===== config.mk =====
export PLATFORM = sky130hd
export DESIGN_NAME = pipeline_hazard_ctrl
export DESIGN_NICKNAME = d
export VERILOG_FILES = /design/src/rtl/mips_pkg.sv /design/src/rtl/hazard_scoreboard.sv /design/src/rtl/pipeline_hazard_ctrl.sv
export SDC_FILE = /design/constraint.sdc
export NUM_CORES = 1
export LEC_CHECK = 0
export BUFFER_PORTS_ARGS = -buffer_cell sky130_fd_sc_hd__buf_2
export CORE_AREA = 2 2 61 63
export DETAILED_ROUTE_END_ITERATION = 8
export DIE_AREA = 0 0 63 65
export PLACE_DENSITY = 0.75
export SYNTH_ARGS = -nofsm -noshare
export SYNTH_HDL_FRONTEND = slang
export SYNTH_HIERARCHICAL = 1
export SYNTH_SLANG_ARGS = --single-unit

===== constraint.sdc =====
create_clock -name clk -period 6 [get_ports clk]
set_clock_uncertainty 0.1 [all_clocks]
set_input_delay 0.9 -clock clk [delete_from_list [all_inputs] [get_ports clk]]
set_output_delay 0.9 -clock clk [all_outputs]
set_load 0.05 [all_outputs]

===== src/rtl/mips_pkg.sv =====
// Shared definitions for the MIPS32 pipeline control blocks.
// The PC source encoding matches the datapath's existing dirSelPC = {jump, branch}.
package mips_pkg;
  localparam int         REG_ADDR_W = 5;
  localparam logic [4:0] REG_ZERO   = 5'd0;

  localparam logic [1:0] PC_SEL_SEQ = 2'b00;
  localparam logic [1:0] PC_SEL_BR  = 2'b01;
  localparam logic [1:0] PC_SEL_JMP = 2'b10;
endpackage


===== src/rtl/hazard_scoreboard.sv =====
// Three-entry in-flight write tracker (EX, MEM, WB) with two RAW lookup ports.
// kill_ex_i drops the EX entry as it moves to MEM (wrong-path squash).
module hazard_scoreboard #(
  parameter int REG_ADDR_W = mips_pkg::REG_ADDR_W,
  parameter int RF_BYPASS  = 0
) (
  input  logic                  clk,
  input  logic                  rst,
  input  logic                  load_v_i,
  input  logic [REG_ADDR_W-1:0] load_reg_i,
  input  logic                  kill_ex_i,
  input  logic [REG_ADDR_W-1:0] rs_i,
  input  logic [REG_ADDR_W-1:0] rt_i,
  output logic                  hit_rs_o,
  output logic                  hit_rt_o
);
  import mips_pkg::*;

  logic                  ex_v_q, mem_v_q, wb_v_q;
  logic                  ex_v_d, mem_v_d, wb_v_d;
  logic [REG_ADDR_W-1:0] ex_reg_q, mem_reg_q, wb_reg_q;
  logic [REG_ADDR_W-1:0] ex_reg_d, mem_reg_d, wb_reg_d;

  // With a write-through register file the WB entry is already readable by ID.
  function automatic logic lookup(input logic [REG_ADDR_W-1:0] r,
                                  input logic ev, input logic [REG_ADDR_W-1:0] er,
                                  input logic mv, input logic [REG_ADDR_W-1:0] mr,
                                  input logic wv, input logic [REG_ADDR_W-1:0] wr);
    logic wb_hit;
    wb_hit = (RF_BYPASS == 0) && wv && (wr == r);
    return (r != {REG_ADDR_W{1'b0}}) && ((ev && (er == r)) || (mv && (mr == r)) || wb_hit);
  endfunction

  always_comb begin
    ex_v_d    = load_v_i;
    ex_reg_d  = load_reg_i;
    mem_v_d   = ex_v_q & ~kill_ex_i;
    mem_reg_d = ex_reg_q;
    wb_v_d    = mem_v_q;
    wb_reg_d  = mem_reg_q;
  end

  always_ff @(posedge clk) begin
    if (rst) begin
      ex_v_q  <= 1'b0;
      mem_v_q <= 1'b0;
      wb_v_q  <= 1'b0;
    end else begin
      ex_v_q  <= ex_v_d;
      mem_v_q <= mem_v_d;
      wb_v_q  <= wb_v_d;
    end
    ex_reg_q  <= ex_reg_d;
    mem_reg_q <= mem_reg_d;
    wb_reg_q  <= wb_reg_d;
  end

  assign hit_rs_o = lookup(rs_i, ex_v_q, ex_reg_q, mem_v_q, mem_reg_q, wb_v_q, wb_reg_q);
  assign hit_rt_o = lookup(rt_i, ex_v_q, ex_reg_q, mem_v_q, mem_reg_q, wb_v_q, wb_reg_q);
endmodule


===== src/rtl/pipeline_hazard_ctrl.sv =====
// Stall/flush controller for the 5-stage MIPS32 pipeline without forwarding.
// Priority: taken branch (MEM) > RAW stall (ID) > jump (ID).
module pipeline_hazard_ctrl #(
  parameter int REG_ADDR_W = mips_pkg::REG_ADDR_W,
  parameter int RF_BYPASS  = 0,
  parameter int CNT_W      = 16
) (
  input  logic                  clk,
  input  logic                  rst,
  input  logic                  id_valid,
  input  logic [REG_ADDR_W-1:0] id_rs,
  input  logic [REG_ADDR_W-1:0] id_rt,
  input  logic                  id_uses_rs,
  input  logic                  id_uses_rt,
  input  logic                  id_wr_en,
  input  logic [REG_ADDR_W-1:0] id_wr_reg,
  input  logic                  id_jump,
  input  logic                  mem_br_taken,
  output logic                  pc_en,
  output logic [1:0]            pc_sel,
  output logic                  ifid_en,
  output logic                  ifid_flush,
  output logic                  ex_bubble,
  output logic [CNT_W-1:0]      stall_count
);
  import mips_pkg::*;

  logic             hit_rs_s, hit_rt_s, stall_s, load_v_s, count_s;
  logic [CNT_W-1:0] cnt_q, cnt_d;

  hazard_scoreboard #(.REG_ADDR_W(REG_ADDR_W), .RF_BYPASS(RF_BYPASS)) u_sb (
    .clk        (clk),
    .rst        (rst),
    .load_v_i   (load_v_s),
    .load_reg_i (id_wr_reg),
    .kill_ex_i  (mem_br_taken),
    .rs_i       (id_rs),
    .rt_i       (id_rt),
    .hit_rs_o   (hit_rs_s),
    .hit_rt_o   (hit_rt_s)
  );

  assign stall_s  = id_valid & ((id_uses_rs & hit_rs_s) | (id_uses_rt & hit_rt_s));
  assign load_v_s = id_valid & id_wr_en & ~ex_bubble & (id_wr_reg != REG_ADDR_W'(REG_ZERO));
  assign count_s  = ~rst & ~mem_br_taken & stall_s;

  always_comb begin
    pc_en      = 1'b1;
    pc_sel     = PC_SEL_SEQ;
    ifid_en    = 1'b1;
    ifid_flush = 1'b0;
    ex_bubble  = 1'b0;
    if (rst) begin
      pc_en      = 1'b0;
      ifid_en    = 1'b0;
      ifid_flush = 1'b1;
      ex_bubble  = 1'b1;
    end else if (mem_br_taken) begin
      pc_sel     = PC_SEL_BR;
      ifid_flush = 1'b1;
      ex_bubble  = 1'b1;
    end else if (stall_s) begin
      pc_en     = 1'b0;
      ifid_en   = 1'b0;
      ex_bubble = 1'b1;
    end else if (id_jump) begin
      pc_sel     = PC_SEL_JMP;
      ifid_flush = 1'b1;
    end else begin
      pc_sel = PC_SEL_SEQ;
    end
  end

  always_comb begin
    cnt_d = cnt_q;
    if (count_s && (cnt_q != {CNT_W{1'b1}})) begin
      cnt_d = cnt_q + {{(CNT_W-1){1'b0}}, 1'b1};
    end else begin
      cnt_d = cnt_q;
    end
  end

  always_ff @(posedge clk) begin
    if (rst) begin
      cnt_q <= {CNT_W{1'b0}};
    end else begin
      cnt_q <= cnt_d;
    end
  end

  assign stall_count = cnt_q;
endmodule


Word level (Yosys, flattened, before mapping) --
Index checks and enable logic that the tools add are counted.
Operators by class: bitwise logic cells 13, reductions and logical operators 16, equality and inequality tests 7, add/sub/neg operators 1, multiplexer cells 14
Operators by type and width (number):
- $eq 5x5->1 | 6
- $add 16x1->16 const B | 1
- $ne 16x16->1 const B | 1
- $reduce_bool 5->1 | 3
- $mux 1 | 10
- $and 1x1->1 | 9
- $logic_and 1x1->1 | 9
- $mux 2 | 4
- $logic_or 1x1->1 | 4
- $not 1->1 | 3
- $or 1x1->1 | 1
Storage, ports and cells: word-level logic and storage cells 58, input port bits 23, bits in registers 34

Logic depth before layout (Yosys ltp) --
Gate-level depths: netlist of the first run.
depth after elaboration 14, depth in mapped cells 9, mapped depth without buffers 9

Hierarchy --
Netlist of the first run, hierarchy kept.
Modules (own cells, without submodules):
- pipeline_hazard_ctrl | instances 1, cells an instance 112, seq. area each 320.3 um^2, area an instance 913.4 um^2
- hazard_scoreboard | instances 1, cells an instance 69, seq. area each 360.3 um^2, area an instance 759.5 um^2

Worst setup path before layout of the first run --
No wires, ideal clock.
path type input to output, from in id_rs[0], to out pc_en, arrival time 2.940 ns, setup slack 2.060 ns, stages 8, data required time 5.000 ns, cells stage by stage or4_1 > nor2_1 > a21oi_1 > a22o_1 > nand2_1 > nor2_1 > nor2_1 > buf_4
Between the ends: cells in the longest elaborated chain, start to end 11, elaborated cells between the ends (all ways) 16, classes of those cells 3 x eq/ne; 3 x mux; 3 x bitwise; 7 x reduce/logical
RTL lines:
- from (decl) | RTL line pipeline_hazard_ctrl.sv:11 | input logic [REG_ADDR_W-1:0] id_rs,
- $eq 5x5->1 | RTL line hazard_scoreboard.sv:31 | return (r != {REG_ADDR_W{1'b0}}) && ((ev && (er == r)) || (mv && (mr == r)) || wb_hit);
- $logic_and 1x1->1 | RTL line hazard_scoreboard.sv:31
- $logic_or 1x1->1 (2 in series) | RTL line hazard_scoreboard.sv:31
- $logic_and 1x1->1 * | RTL line hazard_scoreboard.sv:31
- named net hit_rs_s | RTL line pipeline_hazard_ctrl.sv:28 | logic hit_rs_s, hit_rt_s, stall_s, load_v_s, count_s;
- $and 1x1->1 * | RTL line pipeline_hazard_ctrl.sv:43 | assign stall_s = id_valid & ((id_uses_rs & hit_rs_s) | (id_uses_rt & hit_rt_s));
- $or 1x1->1 * | RTL line pipeline_hazard_ctrl.sv:43
- $and 1x1->1 * | RTL line pipeline_hazard_ctrl.sv:43
- $mux 1 * (3 in series)
- to (decl) | RTL line pipeline_hazard_ctrl.sv:19 | output logic pc_en,
Mark *: on every way through the listed nets, which the timed path passes. The rest lies on a longest branch.

Final worst setup path of the first run --
from in id_rs[2], to out pc_sel[1]
Between the ends: cells in the longest elaborated chain, start to end 11, elaborated cells between the ends (all ways) 16, classes of those cells 3 x eq/ne; 3 x mux; 3 x bitwise; 7 x reduce/logical
RTL lines:
- $eq 5x5->1 | RTL line hazard_scoreboard.sv:31
- $logic_and 1x1->1 | RTL line hazard_scoreboard.sv:31
- $logic_or 1x1->1 (2 in series) | RTL line hazard_scoreboard.sv:31
- $logic_and 1x1->1 * | RTL line hazard_scoreboard.sv:31
- named net hit_rs_s | RTL line pipeline_hazard_ctrl.sv:28
- $and 1x1->1 * | RTL line pipeline_hazard_ctrl.sv:43
- $or 1x1->1 * | RTL line pipeline_hazard_ctrl.sv:43
- $and 1x1->1 * | RTL line pipeline_hazard_ctrl.sv:43
- $mux 2 * | RTL line pipeline_hazard_ctrl.sv:62 | end else if (stall_s) begin
- $mux 2 * | RTL line pipeline_hazard_ctrl.sv:58 | end else if (mem_br_taken) begin
- $mux 2 * | RTL line pipeline_hazard_ctrl.sv:53 | if (rst) begin
- to (decl) | RTL line pipeline_hazard_ctrl.sv:20 | output logic [1:0] pc_sel,
Marks and branches as above.

==> results of run 1 <==
-- cell families after synthesis --
logic type               count (synthesis)  synth area share [%]
XOR/XNOR                                30                  15.7
adder cells (fa/ha/maj)                  1                 0.748
AO/OA/AOI/OAI                           36                  14.5
multiplexers                             2                  1.27
buffers and inverters                    7                  2.32
AND/OR/NAND/NOR                         71                  24.8
flip-flops                              34                  40.7
-- state kept, by name (all words and copies together) (netlist names) --
register,cells
stall_count,16
u_sb/ex_reg_q,5
u_sb/mem_reg_q,5
u_sb/wb_reg_q,5
u_sb/ex_v_q,1
u_sb/mem_v_q,1
u_sb/wb_v_q,1
-- per-stage QoR --
| step | total power [mW] | utilization [%] | instances | setup slack [ps] |
|---|---|---|---|---|
| 6_report | 0.446 | 57.4 | 277 | 2400 |
| 5_1_grt | 0.468 | 57.4 | 277 | 2240 |
| 4_1_cts | 0.450 | 57.4 | 277 | 2390 |
| 3_5_place_dp | 0.288 | 55.2 | 269 | 2390 |
| 3_3_place_gp | 0.287 | 55.2 | 269 | 2420 |
| 2_1_floorplan | 0.269 | - | 181 | 2060 |
-- worst max path at each step --
stage,startpoint,to,slack [ps],cells after the start
2_1_floorplan,id_rs[0],pc_en,2060,8
3_3_place_gp,id_rs[3],pc_sel[1],2420,9
3_5_place_dp,id_rs[3],pc_sel[1],2390,9
4_1_cts,id_rs[3],pc_sel[1],2390,9
5_1_grt,id_rs[2],pc_en,2240,10
6_report,id_rs[2],pc_sel[1],2400,9
-- cell usage in the layout (no fill, tap or decap), types with 3 or more instances in the layout --
| cell | n |
|---|---|
| sky130_fd_sc_hd__nand2_1 | 11 |
| sky130_fd_sc_hd__a21oi_1 | 12 |
| sky130_fd_sc_hd__nor2b_1 | 3 |
| sky130_fd_sc_hd__or3_1 | 5 |
| sky130_fd_sc_hd__o21ai_0 | 5 |
| sky130_fd_sc_hd__or4_1 | 7 |
| sky130_fd_sc_hd__nand3_1 | 5 |
| sky130_fd_sc_hd__xor2_1 | 24 |
| sky130_fd_sc_hd__xnor2_1 | 6 |
| sky130_fd_sc_hd__dfxtp_1 | 34 |
| sky130_fd_sc_hd__o31ai_1 | 5 |
| sky130_fd_sc_hd__nand4_1 | 7 |
| sky130_fd_sc_hd__buf_2 | 44 |
| sky130_fd_sc_hd__o311ai_0 | 3 |
| sky130_fd_sc_hd__clkbuf_4 | 5 |
| sky130_fd_sc_hd__nor4_1 | 7 |
| sky130_fd_sc_hd__nor2_1 | 10 |
-- routing by layer --
layer	global-route usage [%]	wire (µm)	up-vias	part of all wire [%]
met1	24.4	1740	717	45
met5	0	0	-	0
met4	7.50	54	0	1.4
li1	-	-	769	-
met3	5.38	199	6	5.1
met2	34.2	1900	41	49
-- power by group through the flow --
stage,clock (mW),sequential [mW],combinational [mW]
2_1_floorplan,0,0.241,0.0288
3_3_place_gp,0,0.242,0.0456
3_5_place_dp,0,0.242,0.0463
4_1_cts,0.167,0.237,0.0465
5_1_grt,0.180,0.238,0.0504
6_report,0.163,0.237,0.0465
-- area by class of cell --
type                    count  area (µm²)
clock buffers               5        37.5
multi-input cells         140         953
repair buffers             45         228
well taps                  48        60.1
fillers                   338        1490
clock inverters             3        40.0
inverters                   2        7.51
flip-flops and latches     34         681
==> results.md, run 1 <==
* **number of antenna violations at the first check in global routing** 0
* **sw power** 110 µW
* **number of synthesized flops with an enable pin** 0
* **core outline area** 3500 µm²
* **first-pass GRT wire length** 6.52 mm
* **list of most frequent post-synthesis cells** sky130_fd_sc_hd__dfxtp_1, sky130_fd_sc_hd__xor2_1, sky130_fd_sc_hd__a21oi_1
* **part of the Yosys area used for sequential elements** 40.7%
* **number of sinks driven by the clock tree** 34
* **gr ovfl total** 0
* **Yosys reg bits** 34
* **post-synthesis async set-or-reset flop share** 0%
* **max incr delay on CP** 410 ps
* **global router's overall resource usage** 20.1%
* **final worst hold slack** 293 ps
* **clock transition at the registers of the reported paths** 100 ps
* **maximum operating frequency** 278 MHz
* **worst hold stages** 0
* **Buffers & Inverters on Critical Path** 2
* **Crit path top cell by count** sky130_fd_sc_hd__buf_2
* **Worst Tran Pin Value** 513 ps
* **Worst setup SP type** input pin
* **average wire per standard cell** 14.1 µm
* **number of vias after detailed routing** 1533
* **number of nets produced by synthesis** 205
* **Final setup viols** 0
* **area of all placed cells without fillers** 2010 µm²
* **remaining antenna violation count** 0
* **# nets final** 252
* **Slew Limit Fails** 0
* **netlist area before placement** 1670 µm²
* **leading area contributor after synthesis** sky130_fd_sc_hd__dfxtp_1
* **post-placement cell area** 1930 µm²
* **cts bufs inserted** 5
* **top area cells in the synthesized netlist** sky130_fd_sc_hd__dfxtp_1, sky130_fd_sc_hd__xor2_1, sky130_fd_sc_hd__a21oi_1, sky130_fd_sc_hd__or4_1, sky130_fd_sc_hd__xnor2_1
* **critical path required time** 5000 ps
* **number of DRC violations after detailed routing** 0
* **Iteration-0 DRC Markers** 59
* **Inserted Diodes** 0
* **number of levels in the clock H-tree** 2
* **class of the tightest hold or removal check** flip-flop to flip-flop
* **dominant cell by count in the synthesized netlist** sky130_fd_sc_hd__dfxtp_1
* **WL final** 3.90 mm
* **placed wire-length estimate after detailed placement** 2.92 mm
* **hold worst-path end** u_sb/mem_reg_q[3]
* **hold_sp** u_sb/ex_reg_q[3]
* **Post-CTS Resized** 0
* **root buf cell** sky130_fd_sc_hd__clkbuf_4
* **ratio of total power to cell area** 222 nW/µm²
* **r2r startpoint** u_sb/wb_reg_q[2]
* **Vias/cell** 5.53
* **Crit Path Class** input pin to output port
* **length in cells of the worst reg-to-reg path** 8
* **net switching share of the total power** 24.6%
* **post-route setup TNS** 0 ps
* **Die W** 63 µm
* **arrival time of the worst setup path** 2600 ps
* **setup slack on the worst flop-to-flop path** 3270 ps
* **setup repair after global routing missed its margin** no
* **element type at the critical path end** output port
* **final clock period utilization by the worst path** 60.0%
* **largest net degree at the start of global routing** 22
* **Clk pwr share** 36.6%
* **full die area** 4100 µm²
* **number of buffer cells added on primary ports** 44
* **distinct cell type count of the synthesized netlist** 43
* **Max rail drop VDD** 0.119 mV
* **Rel. slew slack** 65.5%
* **proportion of power drawn by combinational gates** 10.4%
* **share of Yosys cell area claimed by the top area cell type** 40.7%
* **first-pass iteration count of the detailed router** 4
* **RR Endpoint** stall_count[14]
* **min Tclk post-route** 3600 ps
* **initial cell density of the core** 47.9%
* **post-CTS setup buffers** 0
* **vias in the first global route** 1447
* **Lkg Pwr** 0.795 nW
* **number of placement rows** 22
* **Syn-to-layout area delta** 20.0%
* **CTS hold repair buffers** 0
* **clock tree buffer depth** 2
* **Int Pwr** 336 µW
* **number of warnings reported in the yosys synthesis log** 6
* **placer congestion estimate** 0.908
* **Primary FF master, synth** sky130_fd_sc_hd__dfxtp_1
* **cell breakdown of the critical path** buf_2 > xor2_1 > nor4_1 > a32oi_1 > a21oi_1 > a22o_1 > nand2_1 > and3_1 > buf_2
* **Slowest-stage cell, CP** sky130_fd_sc_hd__nor4_1
* **Gate Count Post-Synth** 181
* **fraction of layout instances using a drive strength above 1** 24.9%
* **CTS tree** built
* **Syn Area/Cell** 9.24 µm²
* **y dimension of the die** 65 µm
* **Critical Path Fanout Max** 4
* **number of top-level design ports** 45
* **latest clock arrival within the worst-skew pair** 340 ps
* **final hold violation count** 0
* **max capacitance violation total** 0
* **status** finished, final reports clean
* **cell type group with the largest total delay on the critical path** simple AND/OR/NAND/NOR gates
* **sequential share of power** 53.0%
(Power assumes the default switching activity.)
==> run 2: changes to the inputs <==
--- a/config.mk
+++ b/config.mk
@@ -5,11 +5,12 @@
 export SDC_FILE = /design/constraint.sdc
 export NUM_CORES = 1
 export LEC_CHECK = 0
+export ABC_AREA = 1
 export BUFFER_PORTS_ARGS = -buffer_cell sky130_fd_sc_hd__buf_2
-export CORE_AREA = 2 2 61 63
+export CORE_AREA = 2 2 68 70
 export DETAILED_ROUTE_END_ITERATION = 8
-export DIE_AREA = 0 0 63 65
-export PLACE_DENSITY = 0.75
+export DIE_AREA = 0 0 70 72
+export PLACE_DENSITY = 0.74
 export SYNTH_ARGS = -nofsm -noshare
 export SYNTH_HDL_FRONTEND = slang
 export SYNTH_HIERARCHICAL = 1
==> constraint.sdc (replaced) <==
create_clock -name clk -period 3.29 [get_ports clk]
set_clock_uncertainty 0.1 [all_clocks]
set_input_delay 0.4935 -clock clk [delete_from_list [all_inputs] [get_ports clk]]
set_output_delay 0.4935 -clock clk [all_outputs]
set_load 0.05 [all_outputs]
==> run 2 against run 1 <==
  * Synthesized cell count is 87% higher
  * Sequential power is 82% higher
  * Global-route usage is 0.36 points lower
  * Routed wire length is 22% higher
  * Critical path depth is 4 higher
  * Design area is 17% higher
  * Worst setup slack worse by 1800 ps
  * Critical endpoint is now ifid_en
==> results.md, run 2 <==
* **status** finished, final reports clean
* **Rel. slew slack** 61.5%
* **full die area** 5040 µm²
* **post-CTS setup buffers** 0
* **number of synthesized flops with an enable pin** 0
* **final hold violation count** 0
* **leading area contributor after synthesis** sky130_fd_sc_hd__dfxtp_1
* **remaining antenna violation count** 0
* **ratio of total power to cell area** 360 nW/µm²
* **post-route setup TNS** 0 ps
* **number of buffer cells added on primary ports** 44
* **worst hold stages** 1
* **hold worst-path end** u_sb/ex_reg_q[0]
* **netlist area before placement** 2020 µm²
* **Slew Limit Fails** 0
* **number of filler instances in the final layout** 434
* **most common library cell in the layout ignoring fill and taps** sky130_fd_sc_hd__nand2_1
* **Syn Area/Cell** 5.95 µm²
* **average wire per standard cell** 10.9 µm
* **Critical Path Fanout Max** 4
* **setup repair after global routing missed its margin** no
* **area of all placed cells without fillers** 2360 µm²
* **Gate Count Post-Synth** 339
* **post-synthesis async set-or-reset flop share** 0%
* **root buf cell** sky130_fd_sc_hd__clkbuf_8
* **WL final** 4.78 mm
* **core outline area** 4260 µm²
* **CTS hold repair buffers** 0
* **cell breakdown of the critical path** inv_1 > o21ai_0 > nor2_1 > nand3_1 > nand3_1 > nand2_1 > inv_1 > nand2_1 > nand2_1 > nand2_1 > inv_1 > a21oi_1 > buf_2
* **placed wire-length estimate after detailed placement** 3.67 mm
* **top area cells in the synthesized netlist** sky130_fd_sc_hd__dfxtp_1, sky130_fd_sc_hd__nand2_1, sky130_fd_sc_hd__nor2_1, sky130_fd_sc_hd__inv_1, sky130_fd_sc_hd__nand3_1
* **Final setup viols** 0
* **Vias/cell** 4.82
* **Crit path top cell by count** sky130_fd_sc_hd__nand2_1
* **commonest non-fill, non-tap cells in the layout** sky130_fd_sc_hd__nand2_1, sky130_fd_sc_hd__nor2_1, sky130_fd_sc_hd__buf_2, sky130_fd_sc_hd__inv_1, sky130_fd_sc_hd__dfxtp_1
* **max reg flops** 16
* **sum of internal, switching and leakage power** 849 µW
* **Yosys reg bits** 34
* **Primary FF master, synth** sky130_fd_sc_hd__dfxtp_1
* **number of antenna violations at the first check in global routing** 0
* **Crit Path Class** flip-flop to output port
* **Syn-to-layout area delta** 16.8%
* **gr ovfl total** 0
* **post-placement cell area** 2260 µm²
* **number of top-level design ports** 45
* **cell type group with the largest total delay on the critical path** simple AND/OR/NAND/NOR gates
* **placer congestion estimate** 0.960
* **hold_sp** id_wr_reg[0]
* **Slowest-stage cell, CP** sky130_fd_sc_hd__dfxtp_1
* **Max rail drop VDD** 0.170 mV
* **element type at the critical path end** output port
* **max incr delay on CP** 380 ps
* **class of the tightest hold or removal check** input pin to flip-flop
* **Worst Tran Pin Value** 577 ps
* **depth of the critical timing path with buffers and inverters included** 13
* **area of the multi-input gates** 1140 µm²
* **distinct cell type count of the synthesized netlist** 23
* **Lkg Pwr** 1.23 nW
* **maximum operating frequency** 378 MHz
* **Post-CTS Resized** 0
* **Worst setup SP type** flip-flop
* **number of vias after detailed routing** 2117
* **RR Endpoint** stall_count[15]
* **number of sinks driven by the clock tree** 34
* **dominant cell by count in the synthesized netlist** sky130_fd_sc_hd__nand2_1
* **critical path required time** 2700 ps
* **cts bufs inserted** 5
* **post-layout worst setup margin** 643 ps
* **CTS tree** built
* **Die W** 70 µm
* **r2r startpoint** u_sb/ex_reg_q[1]
* **Inserted Diodes** 0
* **length in cells of the worst reg-to-reg path** 17
* **number of warnings reported in the yosys synthesis log** 6
* **min Tclk post-route** 2650 ps
* **first-pass GRT wire length** 8.09 mm
* **first-pass iteration count of the detailed router** 4
* **clock tree buffer depth** 2
* **Buffers & Inverters on Critical Path** 4
* **fraction of layout instances using a drive strength above 1** 18.1%
* **arrival time of the worst setup path** 2050 ps
* **y dimension of the die** 72 µm
* **number of DRC violations after detailed routing** 0
* **worst slack at placement** 710 ps
* **largest net degree at the start of global routing** 16
* **# nets final** 410
* **clock transition at the registers of the reported paths** 70 ps
* **Iteration-0 DRC Markers** 182
* **number of nets produced by synthesis** 363
* **max capacitance violation total** 0
* **setup slack on the worst flop-to-flop path** 960 ps
* **share of Yosys cell area claimed by the top area cell type** 33.7%
* **part of the Yosys area used for sequential elements** 33.7%
* **latest clock arrival within the worst-skew pair** 290 ps
* **list of most frequent post-synthesis cells** sky130_fd_sc_hd__nand2_1, sky130_fd_sc_hd__nor2_1, sky130_fd_sc_hd__inv_1
* **final worst hold slack** 222 ps
* **number of levels in the clock H-tree** 2
* **vias in the first global route** 1873
* **final clock period utilization by the worst path** 80.5%
* **initial cell density of the core** 47.3%
* **global router's overall resource usage** 19.8%
* **number of placement rows** 24
* **storage element area** 681 µm²
run 2: cell count changes in the layout (fill, tap and decap cells not counted), moves of 8 or more:
cell	previous run	this run
sky130_fd_sc_hd__xor2_1	24	5
sky130_fd_sc_hd__inv_1	2	37
sky130_fd_sc_hd__nand2_1	11	128
sky130_fd_sc_hd__nand3_1	5	19
sky130_fd_sc_hd__a21oi_1	12	3
sky130_fd_sc_hd__nor2_1	10	65
sky130_fd_sc_hd__o21ai_0	5	13
run 2: report_power, final:
part / total, mW / switching (mW) / internal [mW] / leakage (nW)
Clock: 0.319 / 0.150 / 0.169 / 0.0482
Combinational: 0.0988 / 0.0662 / 0.0326 / 0.899
Sequential: 0.432 / 0.00968 / 0.422 / 0.280
Total: 0.849 / 0.226 / 0.623 / 1.23
run 2: layout make-up:
type	count	area share [%]
clock buffer	7	3.66
multi-input combinational	259	48.4
inverter	42	6.69
tap	52	2.76
clock inverter	1	0.212
sequential	34	28.9
timing repair buffer	44	9.35
run 2: worst reg2reg max path: cells and delay by family (launching register included):
kind	cells	cell delay, ps
buffers and inverters	3	250
flip-flops	1	390
AND/OR/NAND/NOR	14	1470
run 2: logic make-up after synthesis:
| group | synth area share [%] |
|---|---|
| compound gates | 6.51 |
| xor+xnor | 3.04 |
| simple gates | 46.4 |
| flops | 33.7 |
| fa+ha+maj | 0.620 |
| buf+inv | 9.68 |
run 2: worst max path at each step:
stage                      from               to
2_1_floorplan          id_rt[0]            pc_en
3_3_place_gp           id_rs[4]            pc_en
3_5_place_dp           id_rs[3]  stall_count[15]
4_1_cts        u_sb/wb_reg_q[2]          ifid_en
5_1_grt        u_sb/wb_reg_q[2]       ifid_flush
6_report       u_sb/wb_reg_q[2]          ifid_en
run 2: metal layers:
layer	GRT usage (%)	vias to the layer above	share of wire [%]
li1	-	1129	-
met1	25.4	926	48
met2	32.6	56	44
met3	4.86	6	5.9
met4	7.05	0	1.3
met5	0	-	0
run 2: per-stage QoR:
step / cells / util (%)
after floorplan: 339 / -
after global placement: 431 / 53.1
after detailed placement: 431 / 53.1
after CTS: 439 / 55.3
after global routing: 439 / 55.3
final: 439 / 55.3
==> run 3: changes to the inputs <==
--- a/config.mk
+++ b/config.mk
@@ -7,10 +7,10 @@
 export LEC_CHECK = 0
 export ABC_AREA = 1
 export BUFFER_PORTS_ARGS = -buffer_cell sky130_fd_sc_hd__buf_2
-export CORE_AREA = 2 2 68 70
+export CORE_AREA = 2 2 67 69
 export DETAILED_ROUTE_END_ITERATION = 8
-export DIE_AREA = 0 0 70 72
-export PLACE_DENSITY = 0.74
+export DIE_AREA = 0 0 69 71
+export PLACE_DENSITY = 0.73
 export SYNTH_ARGS = -nofsm -noshare
 export SYNTH_HDL_FRONTEND = slang
 export SYNTH_HIERARCHICAL = 1
==> constraint.sdc (replaced) <==
create_clock -name clk -period 2.7 [get_ports clk]
set_clock_uncertainty 0.1 [all_clocks]
set_input_delay 0.405 -clock clk [delete_from_list [all_inputs] [get_ports clk]]
set_output_delay 0.405 -clock clk [all_outputs]
set_load 0.05 [all_outputs]
==> run 3 against run 2 <==
  * Utilization increased by 1.1 points
  * Clock power is 21% higher
  * Critical endpoint unchanged
  * Sequential power grew 22%
  * Total power grew 21%
  * Global-route usage is 0.28 points higher
  * Critical path depth unchanged
  * Worst hold slack got worse by 94 ps
  * Non-clock buffer count grew 1
  * Count of clock-buffer cells in the layout is the same
  * Register-to-register slack worse by 380 ps
  * Worst setup slack got worse by 380 ps
  * Design area increased by 0.48%
==> results.md, run 3 (synthesized netlist as in run 2, its figures left out) <==
* **class of the tightest hold or removal check** input pin to flip-flop
* **arrival time of the worst setup path** 1930 ps
* **post-route setup TNS** 0 ps
* **clock transition at the registers of the reported paths** 70 ps
* **placed wire-length estimate after detailed placement** 3.70 mm
* **number of sinks driven by the clock tree** 34
* **Critical Path Fanout Max** 4
* **Worst Tran Pin Value** 414 ps
* **Post-CTS Resized** 0
* **area of the multi-input gates** 1140 µm²
* **ratio of total power to cell area** 435 nW/µm²
* **sum of internal, switching and leakage power** 1.03 mW
* **full die area** 4900 µm²
* **post-CTS setup buffers** 0
* **initial cell density of the core** 48.0%
* **max reg flops** 16
* **number of antenna violations at the first check in global routing** 0
* **min Tclk post-route** 2440 ps
* **Vias/cell** 4.68
* **Final setup viols** 0
* **status** finished, final reports clean
* **core outline area** 4200 µm²
* **latest clock arrival within the worst-skew pair** 290 ps
* **average wire per standard cell** 10.8 µm
* **maximum operating frequency** 410 MHz
* **met1 layer wirelength in the final routing** 2.27 mm
* **Routed met2 length** 2.11 mm
* **clock tree buffer depth** 2
* **cts bufs inserted** 5
* **commonest non-fill, non-tap cells in the layout** sky130_fd_sc_hd__nand2_1, sky130_fd_sc_hd__nor2_1, sky130_fd_sc_hd__buf_2, sky130_fd_sc_hd__inv_1, sky130_fd_sc_hd__dfxtp_1
* **fraction of layout instances using a drive strength above 1** 18.6%
* **root buf cell** sky130_fd_sc_hd__clkbuf_8
* **y dimension of the die** 71 µm
* **proportion of power drawn by combinational gates** 11.6%
* **Lkg Pwr** 1.23 nW
* **number of buffer cells added on primary ports** 44
* **sequential share of power** 51.0%
* **net switching share of the total power** 26.3%
* **number of vias after detailed routing** 2057
* **area of all placed cells without fillers** 2370 µm²
* **max capacitance violation total** 0
* **Crit Path Class** flip-flop to output port
* **number of filler instances in the final layout** 435
* **Die W** 69 µm
* **Int Pwr** 760 µW
* **first-pass iteration count of the detailed router** 4
* **first-pass GRT wire length** 7.88 mm
* **setup repair after global routing missed its margin** no
* **largest net degree at the start of global routing** 16
* **WL final** 4.74 mm
* **CTS tree** built
* **vias in the first global route** 1831
* **most common library cell in the layout ignoring fill and taps** sky130_fd_sc_hd__nand2_1
* **routed length on met3** 270 µm
* **Rel. slew slack** 72.3%
* **Final Core Density** 56.3%
* **element type at the critical path end** output port
* **number of placement rows** 24
* **number of DRC violations after detailed routing** 0
* **post-placement cell area** 2280 µm²
* **final clock period utilization by the worst path** 90.3%
* **Iteration-0 DRC Markers** 76
* **Slew Limit Fails** 0
* **Max rail drop VDD** 0.216 mV
* **global router's overall resource usage** 20.0%
* **Worst setup SP type** flip-flop
* **gr ovfl total** 0
* **highest metal used** met4
* **sw power** 270 µW
* **number of levels in the clock H-tree** 2
* **Clk pwr share** 37.4%
* **# nets final** 411
* **CTS hold repair buffers** 0
* **storage element area** 681 µm²
* **Syn-to-layout area delta** 17.4%
* **critical path required time** 2190 ps
* **final hold violation count** 0
* **number of top-level design ports** 45
* **Inserted Diodes** 0
* **remaining antenna violation count** 0
* **placer congestion estimate** 0.886
-- run 3: metal layers --
metal | vias up | GRT usage, %
met5 | - | 0
met4 | 0 | 8.50
met3 | 9 | 5.13
met2 | 51 | 32.9
met1 | 867 | 25.1
li1 | 1130 | -
-- run 3: critical path, cell delays in order, from the launching register on --
cell                      delay (ps)
sky130_fd_sc_hd__dfxtp_1         370
sky130_fd_sc_hd__inv_1            70
sky130_fd_sc_hd__o21ai_0         160
sky130_fd_sc_hd__nor2_1           60
sky130_fd_sc_hd__nand3_1          60
sky130_fd_sc_hd__nand3_1          60
sky130_fd_sc_hd__nand2_1          80
sky130_fd_sc_hd__inv_1            50
sky130_fd_sc_hd__nand2_1          50
sky130_fd_sc_hd__nand2_1          50
sky130_fd_sc_hd__nand2_1         120
sky130_fd_sc_hd__inv_1           100
sky130_fd_sc_hd__a21oi_2         140
sky130_fd_sc_hd__buf_2           280
-- run 3: worst paths after layout --
kind	start	to	slack [ps]	cells past startpoint
setup / recovery	u_sb/wb_reg_q[2]	ifid_en	260	13
hold reg to reg	u_sb/ex_reg_q[0]	u_sb/mem_reg_q[0]	280	0
setup reg to reg	u_sb/ex_reg_q[1]	stall_count[14]	580	18
hold / removal	id_wr_reg[1]	u_sb/ex_reg_q[1]	130	1
-- run 3: power groups by stage --
stage	logic [mW]	clock network, mW	registers [mW]
after floorplan	0.0787	0	0.534
after global placement	0.119	0	0.537
after detailed placement	0.119	0	0.537
after CTS	0.120	0.398	0.525
after global routing	0.135	0.414	0.527
final	0.120	0.385	0.526
-- run 3: per-stage QoR --
stage | worst slack (ps) | std cells | hold slack, ps
6_report | 261 | 440 | 128
5_1_grt | 81.6 | 440 | 122
3_5_place_dp | 403 | 432 | 273
2_1_floorplan | 54.6 | 339 | 264
3_3_place_gp | 417 | 432 | 270
4_1_cts | 261 | 440 | 120
-- run 3: area by class of cell --
type | count | area share [%]
Clock buffer | 7 | 3.65
Clock inverter | 1 | 0.211
Inverter | 42 | 6.66
Multi-Input combinational cell | 259 | 48.4
Sequential cell | 34 | 28.8
Tap cell | 52 | 2.75
Timing Repair Buffer | 45 | 9.62
